$ cat config.mk
export PLATFORM = sky130hd
export DESIGN_NAME = zigzag_encryption
export DESIGN_NICKNAME = d
export VERILOG_FILES = /design/src/rtl/zigzag_encryption.sv
export SDC_FILE = /design/constraint.sdc
export NUM_CORES = 1
export LEC_CHECK = 0
export CELL_PAD_IN_SITES_DETAIL_PLACEMENT = 1
export CELL_PAD_IN_SITES_GLOBAL_PLACEMENT = 1
export CORE_AREA = 2 2 183 185
export CTS_CLUSTER_SIZE = 8
export DETAILED_ROUTE_END_ITERATION = 8
export DIE_AREA = 0 0 185 187
export PLACE_DENSITY = 0.74
export SLEW_MARGIN = 40
export SYNTH_ARGS = -nofsm -noshare
export SYNTH_HDL_FRONTEND = slang
export SYNTH_SLANG_ARGS = --single-unit
$ cat constraint.sdc
create_clock -name clk -period 4.32 [get_ports clk]
set_input_delay 0.864 -clock clk [delete_from_list [all_inputs] [get_ports clk]]
set_output_delay 0.864 -clock clk [all_outputs]
set_load 0.02 [all_outputs]
$ cat src/rtl/zigzag_encryption.sv
// Rail-fence (zigzag) encryptor: buffers plaintext bytes until the start token,
// then streams the ciphertext one byte per cycle using 1, 2 or 3 rails.
module zigzag_encryption #(
  parameter int                 D_WIDTH                = 8,
  parameter int                 KEY_WIDTH              = 8,
  parameter int                 MAX_NOF_CHARS          = 50,
  parameter logic [D_WIDTH-1:0] START_ENCRYPTION_TOKEN = 'hFA
) (
  input  logic                 clk,
  input  logic                 rst_n,
  input  logic [D_WIDTH-1:0]   data_i,
  input  logic                 valid_i,
  input  logic [KEY_WIDTH-1:0] key,
  output logic                 busy,
  output logic [D_WIDTH-1:0]   data_o,
  output logic                 valid_o
);

  localparam int A_W = (MAX_NOF_CHARS > 1) ? $clog2(MAX_NOF_CHARS) : 1;
  localparam int N_W = $clog2(MAX_NOF_CHARS + 1);
  // Index must hold one full step past the last character before the rail wraps.
  localparam int I_W = $clog2(MAX_NOF_CHARS + 4);

  typedef enum logic {COLLECT, EMIT} state_t;

  state_t             state;
  logic [N_W-1:0]     n;
  logic [N_W-1:0]     cnt;
  logic [I_W-1:0]     idx;
  logic [1:0]         rails;
  logic [1:0]         rail;
  logic [D_WIDTH-1:0] buf_mem [MAX_NOF_CHARS];

  logic               is_token;
  logic               store;
  logic [1:0]         key_rails;
  logic [I_W-1:0]     step;
  logic [I_W-1:0]     idx_step;
  logic [I_W-1:0]     idx_next;
  logic [1:0]         rail_next;

  assign is_token = (data_i == START_ENCRYPTION_TOKEN);
  assign store    = (state == COLLECT) && valid_i && !is_token
                    && (n < N_W'(MAX_NOF_CHARS));

  always_comb begin
    if (key <= KEY_WIDTH'(1))      key_rails = 2'd1;
    else if (key == KEY_WIDTH'(2)) key_rails = 2'd2;
    else                           key_rails = 2'd3;
  end

  // Per-rail stride: rails 0 and 2 of a 3-rail fence visit every fourth index.
  always_comb begin
    step = I_W'(1);
    if (rails == 2'd2)                      step = I_W'(2);
    else if (rails == 2'd3 && rail == 2'd1) step = I_W'(2);
    else if (rails == 2'd3)                 step = I_W'(4);

    idx_step  = idx + step;
    idx_next  = idx_step;
    rail_next = rail;
    // Rail r starts at index r; rails with no index < n only occur after the
    // last byte, so the emitted-count check ends the message before reaching one.
    if (idx_step >= I_W'(n)) begin
      rail_next = rail + 2'd1;
      idx_next  = I_W'(rail_next);
    end
  end

  // NOTE: the character buffer is deliberately left out of reset; only n decides
  // which entries are meaningful, and resetting a memory array blocks RAM mapping.
  always_ff @(posedge clk) begin
    if (store) buf_mem[A_W'(n)] <= data_i;
  end

  // NOTE: all state updates here use non-blocking assignments so every register
  // samples the pre-edge values, regardless of statement order.
  always_ff @(posedge clk) begin
    if (!rst_n) begin
      state   <= COLLECT;
      n       <= '0;
      cnt     <= '0;
      idx     <= '0;
      rails   <= 2'd1;
      rail    <= '0;
      busy    <= 1'b0;
      valid_o <= 1'b0;
      data_o  <= '0;
    end else begin
      case (state)
        COLLECT: begin
          valid_o <= 1'b0;
          data_o  <= '0;
          if (store) begin
            n <= n + N_W'(1);
          end else if (valid_i && is_token && n != '0) begin
            state <= EMIT;
            busy  <= 1'b1;
            rails <= key_rails;
            rail  <= '0;
            idx   <= '0;
            cnt   <= '0;
          end
        end
        EMIT: begin
          if (cnt == n) begin
            state   <= COLLECT;
            busy    <= 1'b0;
            valid_o <= 1'b0;
            data_o  <= '0;
            n       <= '0;
          end else begin
            valid_o <= 1'b1;
            data_o  <= buf_mem[A_W'(idx)];
            cnt     <= cnt + N_W'(1);
            idx     <= idx_next;
            rail    <= rail_next;
          end
        end
        default: state <= COLLECT;
      endcase
    end
  end

endmodule

== Word-level counts from Yosys, hierarchy flattened ==
Memories as Yosys holds them, arrays and structs flattened. A register that Yosys moved wholly into a read port is not among the register bits.
Index checks and enable logic that the tools add are counted.
Operators by class
  order comparisons: 3
  muxes and demuxes: 35
  bitwise logic cells: 2
  add/subtract/negate cells: 4
  eq/ne operators: 12
  reduce and logical (&&, ||, !) cells: 13
Operators with widths (number)
  $mux W6: 9
  $pmux W6 S2: 3
  $pmux W8 S2: 1
  $add A6 B1 Y6 const B: 2
  $mux W2: 5
  $mux W1: 9
  $mux W3: 3
  $reduce_and A3 Y1: 3
  $eq A8 B2 Y1 const B: 1
  $eq A8 B8 Y1 const B: 1
  $le A8 B1 Y1 const B: 1
  $mux W8: 1
  $add A6 B6 Y6: 1
  $eq A6 B6 Y1: 1
  $ge A6 B6 Y1: 1
  $logic_and A1 B1 Y1: 6
  $lt A6 B6 Y1 const B: 1
  $ne A2 B1 Y1 const B: 3
  $ne A2 B2 Y1 const B: 3
  $pmux W1 S2: 3
  $reduce_bool A6 Y1: 1
  $eq A2 B2 Y1 const B: 2
  $pmux W2 S2: 1
  $reduce_and A4 Y1: 1
  other kinds (5): 6
Storage, ports and cells
  logic and storage cells: 79
  output and inout port bits: 10
  register bits after elaboration: 33
  RAM bits: 400
  memories: 1
Memories
  buf_mem: depth 50, width 8, read ports 1, clocked after Yosys merged registers in 1, write ports 1, line 32  | logic [D_WIDTH-1:0] buf_mem [MAX_NOF_CHARS];

== Longest topological paths before layout ==
  depth in word-level cells: 11
  mapped depth: 14
  gate-level depth less buffers: 14

== Worst setup path after synthesis ==
No wires, ideal clock.
  kind: register -> register
  from: register rail[1]
  to: register with a tool-made name
  path buffers: 0
  required time: 4199 ps
  data arrival time: 3307 ps
  setup slack: 892 ps
  cell stages (with the launch flop): 15
  cell sequence: dfxtp_1 > inv_1 > ha_1 > nand2b_1 > and2_1 > ha_1 > a21o_1 > a21oi_1 > nor2_1 > xor2_1 > ha_1 > and3_1 > a221oi_1 > mux2i_1 > a22o_1
RTL lines
  start: declaration: line 31  | logic [1:0] rail;
  start signal: assignment: line 117  | rail <= rail_next;

==> impl_summary.txt <==
----------------------------------------------------
[Layout]
  Layout net count ... between 1000 and 1500
  Fraction of final layout cells sized beyond drive strength 1 ... 26.0%
  Commonest cells after routing, fill and taps aside ... sky130_fd_sc_hd__edfxtp_1, sky130_fd_sc_hd__mux4_2, sky130_fd_sc_hd__buf_4, sky130_fd_sc_hd__nor2_1, sky130_fd_sc_hd__clkbuf_16
  Area of combinational cells with multiple inputs ... around 4400 sq um
  Commonest non-fill, non-tap cell in the layout ... sky130_fd_sc_hd__edfxtp_1
  Fill cell total of the finished layout ... roughly 2900
  ANT cells ... 0
  Growth of design area from synthesis to finish ... 16.6%
  Area taken by flip-flops and latches ... between 10000 and 15000 sq um

[Worst setup path]
  Reg2reg setup slack ... around 960 ps
  Largest delay share family, worst path ... compound AO/OA/AOI/OAI gates
  CP Class ... reg -> reg
  Stages on worst setup path ... 15
  Worst path cell trace ... inv_1, ha_1, nand2b_1, and2_1, ha_1, a21o_1, a21oi_1, nor2_1, xor2_1, ha_1, and3_1, a221oi_1, buf_4, mux2i_1, a22o_1
  Number of cell instances on the worst register-to-register path ... 15
  Total buffers and inverters traversed by the critical path ... 2
  Data arrival time of the worst path ... 3880 ps
  Crit path required time ... roughly 4800 ps
  Critical Path Start Type ... register
  Launching instance or port of the critical path ... rail[1]
  Critical R2R Launch ... rail[1]
  Cell repeated most along the worst path ... sky130_fd_sc_hd__ha_1
  Crit. End Element ... register
  Critical Path Fanout Max ... 10
  Worst-path cell with the longest stage delay ... sky130_fd_sc_hd__dfxtp_1
  Crit-path max cell delay ... 340 ps

[Power and ir drop]
  Peak ir drop on the vdd network ... 0.000358 V
  Proportion of power drawn by the clock network ... 47.4%
  Register share of total power ... ~51%
  Internal power ... 0.00729 W
  Power density over the cells ... roughly 450 nW/um^2
  Lkg Pwr ... about 6.5 nW
  Total net switching power ... approximately 0.0018 W
  Switching Share ... 20.2%
  Part of the power in combinational logic ... around 1.6%

[Detailed routing]
  Length of the first detailed-routing pass in iterations ... 5
  Routed WL per cell ... 27.0 um
  Antenna-violating nets left ... 0
  DRC violations left ... 0
  Drt total wl ... 41400 um
  Detailed router's first-iteration violation count ... 872
  Vias ... roughly 9200
  Via-to-Cell Ratio ... approximately 6.0

[Clock tree]
  TritonCTS clock tree ... yes
  Clock-pin slew reported for the worst setup and hold paths after clock tree synthesis ... approximately 50 ps
  Count of buffers added by post-CTS timing repair for setup ... 0
  Post-CTS resize count ... 0
  Number of CTS-inserted buffers ... 60
  Number of sinks handled by clock tree synthesis ... roughly 440
  H-tree Lvls ... 2
  Number of hold-repair buffers added at the cts stage ... 0
  Root buffer cell ... sky130_fd_sc_hd__clkbuf_16
  Maximum number of buffers from clock root to sink ... 3
  Clock latency at the later pin of the worst-skew pair ... between 500 and 600 ps

[STA]
  Setup-failing EPs final ... 0
  Worst Clk Skew ... about 16 ps
  Total Neg Setup Slack ... 0 ps
  Clock period minus final worst setup slack ... 3360 ps
  Hold slack final ... about 470 ps
  Fin. max-slew vios ... 0
  Final hold vios ... 0
  Max-Slew Margin vs Limit ... between 40% and 50%
  Transition time at the pin with the least slew margin ... between 700 and 800 ps
  Max Fclk ... just under 0.3 GHz
  Crit share post-route ... between 70% and 80%
  Unrepaired setup endpoints after global routing ... no

[Synthesis]
  Portion of netlist area occupied by mux cells ... 15.7%
  Biggest area contributors in the synthesized netlist ... sky130_fd_sc_hd__edfxtp_1, sky130_fd_sc_hd__mux4_2, sky130_fd_sc_hd__dfxtp_1
  Area share of the largest cell type after synthesis ... between 60% and 70%
  Mapped cell area ... ~17000 sq um
  YS warnings ... 0
  EDFF count, synth ... 400
  Fraction of registers with async set or reset after synthesis ... 0%
  Synthesized-area fraction occupied by adder cells ... roughly 1.0%
  Share of the synthesized area in compound gates (AO/OA/AOI/OAI) ... about 3.4%
  Combinational family with the most area after synthesis ... multiplexers
  Simple-gate area share of the yosys netlist ... approximately 4.5%
  Number of storage elements in the synthesis netlist ... roughly 440
  Mean post-synth cell area ... 19.1 sq um
  Syn Inst Count ... between 900 and 1000
  Leading register cell type out of synthesis ... sky130_fd_sc_hd__edfxtp_1
  Post-synth net total ... 948
  Dominant cell type by area after synthesis ... sky130_fd_sc_hd__edfxtp_1
  Synth unique cells ... 60
  Register area share after synthesis ... 73.4%
  Xor and xnor area share after synthesis ... 0.502%

[Placed design]
  Weighted congestion reported at the end of routability-driven placement ... around 0.84
  HPWL reported at the end of detailed placement ... between 20000 and 30000 um
  Port bufs ... 28

[GRT]
  Pin count of the biggest net entering global routing ... between 50 and 60
  Number of global-route vias before repair ... between 9000 and 10000
  Remaining global-route overflow ... 0
  Antenna violations before repair ... 2
  Gr usage total ... about a quarter
  Wire length of the first global-routing pass ... 62800 um

[Hold path]
  Classification of the worst-slack hold path ... reg -> reg

[Floorplanning]
  Die area ... about 35000 sq um
  Number of top-level pins ... 29
  Starting density of the core ... between 50% and 60%
  Number of core rows ... 67
  Die Y ... 187 um
  Std-Cell Core Area ... 32900 sq um
  Horiz. Die Dim ... ~190 um

[Flow run]
  Max-cap violation count ... 0

[Status]
  Result of the run ... completed

----------------------------------------------------
[power groups by stage]
stage | combinational (W) | sequential [W] | clock, W
after detailed placement | 0.000152 | 0.00474 | 0
after CTS | 0.000153 | 0.00466 | 0.00438
after global routing | 0.000163 | 0.00465 | 0.00456
after floorplan | 0.0000470 | 0.00474 | 0
final | 0.000151 | 0.00466 | 0.00433
after global placement | 0.000144 | 0.00474 | 0
[synthesized netlist by cell type (13+ instances only)]
master,instances
sky130_fd_sc_hd__mux4_2,89
sky130_fd_sc_hd__ha_1,13
sky130_fd_sc_hd__buf_2,17
sky130_fd_sc_hd__mux2_2,36
sky130_fd_sc_hd__nand3_1,19
sky130_fd_sc_hd__dfxtp_1,39
sky130_fd_sc_hd__nor2_1,67
sky130_fd_sc_hd__nand2_1,27
sky130_fd_sc_hd__clkbuf_1,14
sky130_fd_sc_hd__inv_1,17
sky130_fd_sc_hd__edfxtp_1,400
sky130_fd_sc_hd__o21ai_0,14
sky130_fd_sc_hd__mux2i_1,32
[cell type report]
type                       count  area share, %
clock buffer                 110           8.31
timing repair buffer          99           3.86
inverter                      17          0.314
multi-input combinational    419           21.6
clock inverter                 3          0.234
sequential                   439           63.0
tap                          448           2.76
[kinds of logic after synthesis]
| kind of cell | count (synthesis) |
|---|---|
| simple gates | 162 |
| xor+xnor | 10 |
| mux | 157 |
| compound gates | 76 |
| flops | 439 |
| fa+ha+maj | 14 |
| buf+inv | 57 |
[worst min-delay path by stage]
stage / from / to / cells after the start
3_3_place_gp: busy / busy / 2
4_1_cts: busy / busy / 2
6_report: busy / busy / 2
2_1_floorplan: rails[0] / rails[0] / 2
5_1_grt: cnt[5] / cnt[5] / 2
3_5_place_dp: busy / busy / 2
[worst min-delay path: stages, from the launching register on]
cell and delay, ps:
sky130_fd_sc_hd__dfxtp_1 320, sky130_fd_sc_hd__nor2_1 50, sky130_fd_sc_hd__nor2_1 70
[flip-flops by register name (all words and copies together), names as in the netlist, named ones only]
signal and count:
rails 2, n 6, busy 1, idx 6, valid_o 1, cnt 6, state 1, rail 2
buf_mem 400, data_o 8
[per-stage QoR]
stage / util (%) / setup WS, ps / area [sq um] / power (W) / std cells
2_1_floorplan: - / 892 / 17400 / 0.00478 / 915
3_3_place_gp: 56.6 / 1140 / 18600 / 0.00488 / 1422
3_5_place_dp: 56.6 / 1010 / 18600 / 0.00489 / 1422
4_1_cts: 61.9 / 965 / 20300 / 0.00919 / 1535
5_1_grt: 61.9 / 644 / 20300 / 0.00937 / 1535
6_report: 61.9 / 957 / 20300 / 0.00914 / 1535
[layer usage]
metal / vias to the layer above / global-route usage (%) / part of all wire (%) / wire length, um
met3: 74 / 4.67 / 6.0 / 2490
li1: 3966 / - / - / -
met5: - / 0 / 0 / 0
met2: 312 / 40.0 / 49 / 20200
met4: 0 / 8.42 / 2.9 / 1200
met1: 4807 / 34.9 / 42 / 17500
(Power assumes the default switching activity.)
